==> src/rtl/axi_wroute_pkg.sv <==
// Shared route-entry type, FSM state type and index widths for the AXI W-channel router.
package axi_wroute_pkg;

    localparam int RT_NUM_M  = 2;
    localparam int RT_NUM_S  = 6;
    localparam int RT_LEN_W  = 4;
    localparam int RT_MIDX_W = (RT_NUM_M > 1) ? $clog2(RT_NUM_M) : 1;
    localparam int RT_SIDX_W = $clog2(RT_NUM_S + 1);

    typedef struct packed {
        logic [RT_MIDX_W-1:0] master;
        logic [RT_SIDX_W-1:0] slave;
        logic [RT_LEN_W-1:0]  len;
    } route_entry_t;

    typedef enum logic [0:0] {
        ST_IDLE  = 1'b0,
        ST_ROUTE = 1'b1
    } route_state_t;

endpackage

==> src/rtl/axi_wroute_fifo.sv <==
// In-order queue of accepted AW routes; DEPTH must be a power of two so pointers wrap naturally.
module axi_wroute_fifo
    import axi_wroute_pkg::*;
#(
    parameter int DEPTH = 4,
    localparam int PTR_W = $clog2(DEPTH),
    localparam int CNT_W = PTR_W + 1
) (
    input  logic              clk,
    input  logic              rst,
    input  logic              i_push,
    input  route_entry_t      i_entry,
    input  logic              i_pop,
    output route_entry_t      o_head,
    output logic [CNT_W-1:0]  o_count,
    output logic              o_full,
    output logic              o_empty
);

    route_entry_t      r_mem [DEPTH];
    logic [PTR_W-1:0]  r_wr_ptr;
    logic [PTR_W-1:0]  r_rd_ptr;
    logic [CNT_W-1:0]  r_count;
    logic              w_push_ok;
    logic              w_pop_ok;

    // Full comes from the registered count only; a same-cycle pop does not make room.
    assign o_full    = (r_count == CNT_W'(DEPTH));
    assign o_empty   = (r_count == '0);
    assign w_push_ok = i_push & ~o_full;
    assign w_pop_ok  = i_pop & ~o_empty;

    always_ff @(posedge clk or negedge rst) begin
        if (!rst) begin
            r_wr_ptr <= '0;
            r_rd_ptr <= '0;
            r_count  <= '0;
        end else begin
            if (w_push_ok) r_wr_ptr <= r_wr_ptr + PTR_W'(1);
            if (w_pop_ok)  r_rd_ptr <= r_rd_ptr + PTR_W'(1);
            case ({w_push_ok, w_pop_ok})
                2'b10:   r_count <= r_count + CNT_W'(1);
                2'b01:   r_count <= r_count - CNT_W'(1);
                default: r_count <= r_count;
            endcase
        end
    end

    always_ff @(posedge clk) begin
        if (w_push_ok) r_mem[r_wr_ptr] <= i_entry;
    end

    assign o_head  = r_mem[r_rd_ptr];
    assign o_count = r_count;

endmodule

==> src/rtl/axi_wdata_router.sv <==
// AXI W-channel router: steers W beats from NUM_M masters to NUM_S slaves in AW acceptance order.
// Optional AWLEN-based beat counting and WLAST checking: define AXI_WROUTE_LEN_CHECK_EN.
module axi_wdata_router
    import axi_wroute_pkg::*;
#(
    parameter int NUM_M       = RT_NUM_M,
    parameter int NUM_S       = RT_NUM_S,
    parameter int DATA_W      = 32,
    parameter int STRB_W      = DATA_W / 8,
    parameter int ROUTE_DEPTH = 4,
    parameter int LEN_W       = RT_LEN_W
) (
    input  logic                         clk,
    input  logic                         rst,
    input  logic                         aw_push_i,
    input  logic [$clog2(NUM_M)-1:0]     aw_master_i,
    input  logic [$clog2(NUM_S+1)-1:0]   aw_slave_i,
    input  logic [LEN_W-1:0]             aw_len_i,
    output logic                         aw_full_o,
    input  logic [NUM_M*DATA_W-1:0]      m_wdata_i,
    input  logic [NUM_M*STRB_W-1:0]      m_wstrb_i,
    input  logic [NUM_M-1:0]             m_wlast_i,
    input  logic [NUM_M-1:0]             m_wvalid_i,
    output logic [NUM_M-1:0]             m_wready_o,
    output logic [NUM_S*DATA_W-1:0]      s_wdata_o,
    output logic [NUM_S*STRB_W-1:0]      s_wstrb_o,
    output logic [NUM_S-1:0]             s_wlast_o,
    output logic [NUM_S-1:0]             s_wvalid_o,
    input  logic [NUM_S-1:0]             s_wready_i,
    output logic                         busy_o,
    output logic                         err_o
);

    localparam int MIDX_W = $clog2(NUM_M);
    localparam int SIDX_W = $clog2(NUM_S + 1);
    localparam int CNT_W  = $clog2(ROUTE_DEPTH) + 1;

    route_entry_t        w_push_entry;
    route_entry_t        w_head;
    logic [CNT_W-1:0]    w_count;
    logic                w_full;
    logic                w_empty;
    logic                w_active;
    logic                w_sink;
    logic                w_sready;
    logic                w_head_rdy;
    logic                w_hs;
    logic                w_pop;
    logic                w_len_err;
    logic                w_route_last;
    logic                w_mvalid;
    logic                w_mlast;
    logic [DATA_W-1:0]   w_mdata;
    logic [STRB_W-1:0]   w_mstrb;
    route_state_t        r_state;
    logic                r_err;

    assign w_push_entry = '{master: aw_master_i, slave: aw_slave_i, len: aw_len_i};

    axi_wroute_fifo #(.DEPTH(ROUTE_DEPTH)) u_fifo (
        .clk     (clk),
        .rst     (rst),
        .i_push  (aw_push_i),
        .i_entry (w_push_entry),
        .i_pop   (w_pop),
        .o_head  (w_head),
        .o_count (w_count),
        .o_full  (w_full),
        .o_empty (w_empty)
    );

    assign w_active = (r_state == ST_ROUTE);
    assign w_sink   = (w_head.slave >= SIDX_W'(NUM_S));

    always_comb begin
        w_mvalid = 1'b0;
        w_mlast  = 1'b0;
        w_mdata  = '0;
        w_mstrb  = '0;
        for (int i = 0; i < NUM_M; i++) begin
            if (w_head.master == MIDX_W'(i)) begin
                w_mvalid = m_wvalid_i[i];
                w_mlast  = m_wlast_i[i];
                w_mdata  = m_wdata_i[i*DATA_W +: DATA_W];
                w_mstrb  = m_wstrb_i[i*STRB_W +: STRB_W];
            end
        end
    end

    always_comb begin
        w_sready = 1'b0;
        for (int j = 0; j < NUM_S; j++) begin
            if (w_head.slave == SIDX_W'(j)) w_sready = s_wready_i[j];
        end
    end

    // The decode-error sink always accepts, so unmapped bursts drain without a slave.
    assign w_head_rdy = w_sink | w_sready;
    assign w_hs       = w_active & w_mvalid & w_head_rdy;

`ifdef AXI_WROUTE_LEN_CHECK_EN
    logic [LEN_W:0] r_beat;
    logic           w_cnt_last;

    assign w_cnt_last   = (r_beat == {1'b0, w_head.len});
    assign w_route_last = w_cnt_last;
    assign w_pop        = w_hs & w_cnt_last;
    assign w_len_err    = w_hs & (w_mlast != w_cnt_last);

    always_ff @(posedge clk or negedge rst) begin
        if (!rst)       r_beat <= '0;
        else if (w_pop) r_beat <= '0;
        else if (w_hs)  r_beat <= r_beat + (LEN_W+1)'(1);
    end
`else
    logic w_unused_len;

    assign w_unused_len = ^w_head.len;
    assign w_route_last = w_mlast;
    assign w_pop        = w_hs & w_mlast;
    assign w_len_err    = 1'b0;
`endif

    always_comb begin
        m_wready_o = '0;
        s_wvalid_o = '0;
        s_wdata_o  = '0;
        s_wstrb_o  = '1;
        s_wlast_o  = '0;
        if (w_active) begin
            for (int i = 0; i < NUM_M; i++) begin
                if (w_head.master == MIDX_W'(i)) m_wready_o[i] = w_head_rdy;
            end
            for (int j = 0; j < NUM_S; j++) begin
                if (w_head.slave == SIDX_W'(j)) begin
                    s_wvalid_o[j]                   = w_mvalid;
                    s_wdata_o[j*DATA_W +: DATA_W]   = w_mdata;
                    s_wstrb_o[j*STRB_W +: STRB_W]   = w_mstrb;
                    s_wlast_o[j]                    = w_route_last;
                end
            end
        end
    end

    always_ff @(posedge clk or negedge rst) begin
        if (!rst) begin
            r_state <= ST_IDLE;
        end else begin
            case (r_state)
                ST_IDLE:  if (aw_push_i) r_state <= ST_ROUTE;
                ST_ROUTE: if (w_pop && !aw_push_i && w_count == CNT_W'(1)) r_state <= ST_IDLE;
                default:  r_state <= ST_IDLE;
            endcase
        end
    end

    always_ff @(posedge clk or negedge rst) begin
        if (!rst) r_err <= 1'b0;
        else      r_err <= r_err | (aw_push_i & w_full) | w_len_err;
    end

    assign aw_full_o = w_full;
    assign busy_o    = ~w_empty;
    assign err_o     = r_err;

endmodule

==> config.mk <==
export PLATFORM = sky130hd
export DESIGN_NAME = axi_wdata_router
export DESIGN_NICKNAME = d
export VERILOG_FILES = /design/src/rtl/axi_wroute_pkg.sv /design/src/rtl/axi_wroute_fifo.sv /design/src/rtl/axi_wdata_router.sv
export SDC_FILE = /design/constraint.sdc
export NUM_CORES = 1
export LEC_CHECK = 0
export ABC_AREA = 1
export BUFFER_PORTS_ARGS = -buffer_cell sky130_fd_sc_hd__buf_2
export CAP_MARGIN = 20
export CORE_AREA = 2 2 125 127
export DETAILED_ROUTE_END_ITERATION = 6
export DIE_AREA = 0 0 127 129
export PLACE_DENSITY = 0.69
export RECOVER_POWER = 100
export SLEW_MARGIN = 20
export SYNTH_ARGS = -nofsm -noshare
export SYNTH_HDL_FRONTEND = slang
export SYNTH_HIERARCHICAL = 1
export SYNTH_SLANG_ARGS = --single-unit
==> constraint.sdc <==
create_clock -name clk -period 2.7 [get_ports clk]
set_clock_uncertainty 0.2 [all_clocks]
set_input_delay 0.405 -clock clk [delete_from_list [all_inputs] [get_ports clk]]
set_output_delay 0.405 -clock clk [all_outputs]
set_load 0.02 [all_outputs]
# Word-level counts from Yosys, hierarchy flattened
# Memories as Yosys holds them, arrays and structs flattened.
# Cells that the tools add are included.
# word_totals
input_bits	93
memories	1
wordCells	84
out_inout_bits	233
register_bits	9
ram_bits	32
# mem_list
name	words	width	read_ports	rd_ports_with_merged_regs	wr	line	source
u_fifo.r_mem	4	8	1	0	1	axi_wroute_fifo.sv:20	route_entry_t r_mem [DEPTH];
# op_classes
n_reduce_logical	6
n_addsub	4
magnitude_cmp	1
mux	47
bitwise	11
n_eq_ne	9
# ops
cell	n
$mux 32	7
$mux 192	1
$mux 4	7
$mux 1	26
$mux 24	1
$mux 6	2
$eq 3x3->1 const B	3
$and 1x1->1	6
$eq 3x1->1 const B	2
$eq 3x2->1 const B	2
$logic_not 3->1	2
$pmux 3 s2	1
$add 2x1->2 const B	2
$add 3x1->3 const B	1
$ge 3x3->1 const B	1
$not 1->1	3
$sub 3x1->3 const B	1
$eq 2x1->1 const B	1
$eq 2x2->1 const B	1
$logic_and 1x1->1	2
$mux 2	1
$or 1x1->1	2
$pmux 1 s2	1
$reduce_bool 2->1	1
$logic_not 1->1	1

# Depth between registers and ports, before layout
# Gate-level depths: netlist (run 1).
# An unclocked memory read counts as a cell.
# logic_depth
ltp_word	15
mapped_depth	22
mapped_depth_nobuf	21

# Modules after synthesis
# Netlist (run 1), hierarchy kept.
# modules_own_cells
module	instances	seq_area_each_um2	area_per_inst_um2	cells_each
axi_wdata_router	1	50.0	1896.8	386
axi_wroute_fifo	1	1136.1	1751.7	154

# Least setup slack after synthesis (run 1)
# OpenSTA, ideal clock, no wires.
# synth_path
path_kind	register -> register
from	register u_fifo.r_rd_ptr[0]
to	register u_fifo.r_count[2], in the netlist u_fifo/o_count[2]
synth_period_minus_slack_ns	2.918
stages_incl_launch_ff	21
n_path_buf	3
required_ns	2.383
slack_ns	-0.218
setup_time_ns	0.117
arrival_time_ns	2.602
path_cell_list	dfrtp_1 > inv_2 > clkbuf_8 > nand2_1 > o211ai_1 > nand2_1 > clkbuf_2 > inv_1 > nand3_1 > and2_1 > clkbuf_1 > nor3_1 > nand2_1 > inv_1 > ha_1 > inv_1 > fa_1 > nand2_1 > nand3_1 > nand2_1 > nand2_1
# synth_lines
element	line	source
start: declaration	axi_wroute_fifo.sv:22	logic [PTR_W-1:0] r_rd_ptr;
start signal: assignment	axi_wroute_fifo.sv:40	if (w_pop_ok) r_rd_ptr <= r_rd_ptr + PTR_W'(1);
end signal: assignment	axi_wroute_fifo.sv:42	2'b10: r_count <= r_count + CNT_W'(1);
end signal: assignment	axi_wroute_fifo.sv:43	2'b01: r_count <= r_count - CNT_W'(1);
end signal: assignment	axi_wroute_fifo.sv:44	default: r_count <= r_count;
end: declaration	axi_wroute_fifo.sv:23	logic [CNT_W-1:0] r_count;

==> flow_metrics.py, run 1 <==
metrics = {
    "run_status": {
        "status": "finished, violations left",
        "violations": "setup timing",
    },
    "setup_path": {
        "worstSetupPathType": "reg2out",
        "critPathMaxFanout": 12,
        "worstPathArrival_ps": 2270,
        "reg2reg_from": "u_fifo/r_rd_ptr[0]$_DFFE_PN0P_",
        "startpoint": "u_fifo/r_rd_ptr[0]$_DFFE_PN0P_",
        "endpoint_kind": "primary output",
        "crit_required_ps": 2100,
        "cp-start-kind": "flop",
        "reg2reg_depth": 19,
    },
    "global_route": {
        "overflow": 0,
        "grt_first_pass_wirelength_um": 21880,
        "grt_use_met1_pct": 22.28,
        "use_met2_pct": 29.19,
        "grtUsageMet3_pct": 1.414,
        "grt_start_max_net_pins": 47,
        "grt_pass1_vias": 3976,
        "top_usage_layer": "met2",
        "antenna_found_initial": 0,
        "grt_usage_pct": 16.80,
    },
    "sta": {
        "fin_crit_sh_pct": 106.4,
        "maxSlewViolCount": 0,
        "finalWorstSetupSlack_ps": -172.7,
        "worst_pin_slew_ps": 716.6,
        "relSlewSlack_pct": 52.23,
        "finalHoldViolCount": 0,
        "max_freq_mhz": 348.1,
        "whs_ps": 226.9,
        "setup_viol": 213,
        "rsz0062_at_grt": "yes",
        "period_minus_slack_ps": 2873,
    },
    "pwr": {
        "p_seq_share_pct": 5.7,
        "ir_drop_v": 0.0005221,
        "clkPwrFrac_pct": 3.1,
        "p_leak_nw": 3.575,
        "share_comb_of_total_power_pct": 91.2,
        "switching_share_pct": 56.18,
        "p_int_mw": 4.708,
        "finalPower_mw": 10.74,
        "powerDensity_mw_per_mm2": 1492,
        "p_switching_mw": 6.036,
    },
    "detailed_routing": {
        "vias": 5063,
        "ant_nets": 0,
        "firstDrtPassIters": 4,
        "wire_per_inst_um": 17.95,
        "drt_iter0_drc": 241,
        "viasPerCell": 4.776,
        "drt_wl_total_um": 19030,
        "route.detailed.drc": 0,
    },
    "clocking": {
        "insertion_delay_ps": 260,
        "numCtsBuffers": 3,
        "cts_buffer_depth": 2,
        "cts.sinks": 25,
        "h-tree-depth": 1,
        "cts_tree": "built",
        "cts-root-buf": "clkbuf_16",
        "clk_pin_slew_ps": 60,
    },
    "cells_and_area": {
        "antenna_cells": 0,
        "stdcell_area_mm2": 0.007203,
        "final_layout_size_suffix_gt1_share_pct": 66.86,
        "fin_nets": 972,
        "syn_to_final_growth_pct": 137.5,
    },
    "worst_hold_path": {
        "min_path_cells": 1,
        "worstHoldPathType": "in2reg",
        "min-delay-start": "aw_master_i",
    },
    "placement": {
        "io_buffer_count": 321,
        "place.detailed.hpwl_um": 11840,
        "gp_congestion": 0.8428,
        "dp_slack_ps": -53.36,
        "place_area_mm2": 0.005161,
    },
    "logic_synthesis": {
        "synth_warnings": 6,
        "postSynthCellCount": 496,
        "syn_nets": 595,
        "syn_area_per_cell_um2": 6.115,
        "syn_area_mm2": 0.003033,
    },
    "floorplan": {
        "pin_count": 326,
        "num_rows": 45,
        "dieArea_mm2": 0.01638,
        "die_h_um": 129,
        "core_mm2": 0.01498,
        "start_util_pct": 20.25,
        "die_w_um": 127,
    },
    "run": {
        "drv_cap": 0,
    },
}
worst paths after layout:
kind	endpoint	slack, ps
min reg2reg	err_o$_DFF_PN0_	260
max	s_wdata_o[169]	-170
min in group asynchronous	u_fifo/r_wr_ptr[1]$_DFFE_PN0P_	410
max reg2reg	u_fifo/o_count[2]$_DFFE_PN0P_	-120
max in group asynchronous	u_fifo/r_rd_ptr[0]$_DFFE_PN0P_	1520
min	u_fifo/r_mem[3][7]$_DFFE_PP_	230
final cells by class:
class                   instances  area (um2)
fillers                      1361        7774
repair buffers                405        3162
multi-input cells             379        2721
flip-flops and latches         25       706.9
inverters                      55       261.5
well taps                     188       235.2
clock buffers                   3       75.07
repair inverters                4       33.78
clock inverters                 1       7.507
flip-flops by register name, indices dropped and copies added, names as in the netlist:
register         cells
u_fifo/r_rd_ptr      2
u_fifo/o_count       3
u_fifo/r_wr_ptr      2
u_fifo/r_mem        16
err_o                1
r_state              1
metal layers:
metal | vias to the layer above | wire (um)
li1 | 2333 | -
met1 | 2386 | 7612
met2 | 296 | 9622
met3 | 48 | 1357
met4 | 0 | 433
met5 | - | 0
worst max-delay path, stage by stage (launching register included):
cell and delay [ps]:
dfrtp_2 420, clkinvlp_4 130, nand2_1 70, o211ai_1 90, nand2_2 170, inv_2 60
buf_4 150, nor3_4 200, inv_4 100, buf_8 170, nor3_1 230, buf_2 210
placed cells by master (no fill, tap or decap), types with 4 or more instances in the layout:
cell type,n
edfxtp_1,16
mux2i_4,13
inv_1,27
nand3_1,22
o211ai_1,8
nor2_2,25
nand2_2,12
nor2_4,43
buf_4,130
nor3_4,7
buf_2,173
nor3_2,33
dfrtp_1,8
nor3_1,15
nand2_1,62
nand3_2,6
clkbuf_1,7
inv_4,6
buf_12,10
ha_1,4
clkbuf_16,11
buf_6,72
inv_2,17
nor2_1,101
mux2i_1,12
what timing repair did:
action | CTS | global route
hold buffers | 1 | 0
buffers inserted | 8 | 9
resized for setup | 147 | 314
endpoints found under the hold margin | 9 | 0
endpoints found under the setup margin | 224 | 232
pin swaps | 4 | 43
cloned | 1 | 14
power groups by stage:
stage / combinational [mW] / clock (mW) / sequential, mW
floorplan: 4.22 / 0 / 0.592
global placement: 6.63 / 0 / 0.604
detailed placement: 6.66 / 0 / 0.606
CTS: 7.44 / 0.337 / 0.601
global route: 10.3 / 0.357 / 0.625
finish: 9.80 / 0.332 / 0.613
through the flow:
| step | cells | TNS [ps] | utilization, % |
|---|---|---|---|
| after floorplan | 496 | 0 | - |
| after global placement | 1024 | -20.92 | 34.46 |
| after detailed placement | 1024 | -96.16 | 34.46 |
| after CTS | 1038 | -5702 | 38.54 |
| after global routing | 1060 | -40960 | 48.10 |
| final | 1060 | -11820 | 48.10 |
No activity file was read; power rests on OpenSTA's default activity.
==> run 2: changes to the inputs <==
- RECOVER_POWER: 100 -> 25
==> flow_metrics.py, run 2 (same netlist as run 1, synthesis figures left out) <==
metrics = {
    "cells_and_area": {
        "fin_nets": 972,
        "antenna_cells": 0,
        "final_common_cell": "buf_2",
        "final_layout_size_suffix_gt1_share_pct": 67.32,
        "regMostFlops": "u_fifo/r_mem",
        "final_cell_mix": "buf_2, buf_4, nor2_1",
        "largest_reg_flops": 16,
        "syn_to_final_growth_pct": 137.7,
        "fin_cells": 1060,
    },
    "floorplan": {
        "core_mm2": 0.01498,
        "dieArea_mm2": 0.01638,
        "die_h_um": 129,
        "start_util_pct": 20.25,
        "num_rows": 45,
        "pin_count": 326,
        "die_w_um": 127,
    },
    "global_route": {
        "grt_first_pass_wirelength_um": 21880,
        "grt_pass1_vias": 3976,
        "grt_usage_pct": 16.80,
        "antenna_found_initial": 0,
        "grt_start_max_net_pins": 47,
        "overflow": 0,
    },
    "detailed_routing": {
        "wire_per_inst_um": 17.94,
        "ant_nets": 0,
        "vias": 5064,
        "viasPerCell": 4.777,
        "route.detailed.drc": 0,
        "drt_wl_total_um": 19020,
        "firstDrtPassIters": 5,
        "drt_iter0_drc": 238,
    },
    "clocking": {
        "cts.sinks": 25,
        "insertion_delay_ps": 260,
        "clk_pin_slew_ps": 60,
        "numCtsBuffers": 3,
        "cts_buffer_depth": 2,
        "cts-root-buf": "clkbuf_16",
        "h-tree-depth": 1,
        "cts_tree": "built",
    },
    "setup_path": {
        "cp-start-kind": "flop",
        "worstSetupPathType": "reg2out",
        "endpoint_kind": "primary output",
        "critPathMaxFanout": 12,
        "worstPathArrival_ps": 2270,
        "crit_required_ps": 2100,
    },
    "placement": {
        "gp_congestion": 0.8428,
        "placed_cells_incl_taps": 1024,
        "place.detailed.hpwl_um": 11840,
        "dp_slack_ps": -53.36,
        "io_buffer_count": 321,
    },
    "pwr": {
        "p_leak_nw": 3.586,
        "finalPower_mw": 10.75,
        "ir_drop_v": 0.0005228,
        "powerDensity_mw_per_mm2": 1491,
    },
    "sta": {
        "max_freq_mhz": 348.0,
        "rsz0062_at_grt": "yes",
        "maxSlewViolCount": 0,
        "relSlewSlack_pct": 52.31,
        "fin_crit_sh_pct": 106.4,
        "finalHoldViolCount": 0,
        "finalWorstSetupSlack_ps": -173.8,
        "worst_pin_slew_ps": 715.3,
        "period_minus_slack_ps": 2874,
        "setup_viol": 214,
        "timing.setup.tns_ps": -12030,
    },
    "run_status": {
        "violations": "setup timing",
        "status": "finished, violations left",
    },
    "run": {
        "drv_cap": 0,
    },
    "worst_hold_path": {
        "worstHoldPathType": "in2reg",
    },
}
## run 2: changes by cell type in the layout (fill, tap and decap cells not counted), sizes merged
cell    previous run  this run
buf              389       393
clkbuf            18        14
## run 2: what timing repair did
| action | CTS | global route |
|---|---|---|
| hold buffers | 1 | 0 |
| setup endpoints to repair | 224 | 232 |
| pin swaps | 4 | 43 |
| setup buffers | 8 | 9 |
| cloned | 1 | 14 |
| hold endpoints to repair | 9 | 0 |
| gates resized for setup | 147 | 314 |
## run 2: layer usage
layer	part of all wire [%]	vias up	track usage, %
met5	0	-	0
met1	40	2387	22.28
li1	-	2334	-
met2	51	293	29.19
met4	2.3	0	5.107
met3	6.9	50	1.414
## run 2: metrics by stage
step                      hold WS [ps]  cell area, um2  util [%]
after floorplan                 -90.59            3062         -
after global placement           69.51            5161     34.46
after detailed placement         72.15            5161     34.46
after CTS                        169.2            5772     38.54
after global routing             184.4            7208     48.13
final                            174.1            7208     48.13
## run 2: where the power goes
part	internal, mW	switching (mW)
registers	0.529	0.0843
clock network	0.201	0.133
logic	3.98	5.82
total	4.71	6.04
## run 2: final timing paths
kind                                           startpoint                        endpoint  slack (ps)  cells past startpoint
setup / recovery           u_fifo/r_rd_ptr[0]$_DFFE_PN0P_                  s_wdata_o[169]        -170                     11
hold / removal                              aw_slave_i[2]    u_fifo/r_mem[0][6]$_DFFE_PP_         170                      1
setup reg to reg           u_fifo/r_rd_ptr[0]$_DFFE_PN0P_   u_fifo/o_count[2]$_DFFE_PN0P_        -120                     19
hold reg to reg                           err_o$_DFF_PN0_                 err_o$_DFF_PN0_         260                      1
max in group asynchronous                             rst  u_fifo/r_rd_ptr[0]$_DFFE_PN0P_        1790                      2
min in group asynchronous                             rst                 err_o$_DFF_PN0_         310                      2
## run 2: area by class of cell
cell class / count / area [um2]
Clock buffer: 3 / 75.07
Timing Repair Buffer: 405 / 3167
Tap cell: 188 / 235.2
Clock inverter: 1 / 7.507
Multi-Input combinational cell: 379 / 2721
Inverter: 55 / 261.5
Sequential cell: 25 / 706.9
Timing Repair inverter: 4 / 33.78
Fill cell: 1357 / 7769
## run 2: critical path, cell delays in order (launching register included)
cell and delay [ps]:
dfrtp_2 420, clkinvlp_4 130, nand2_1 70, o211ai_1 90, nand2_2 170, inv_2 60, buf_4 150, nor3_4 200
inv_4 100, buf_8 170, nor3_1 230, buf_2 210
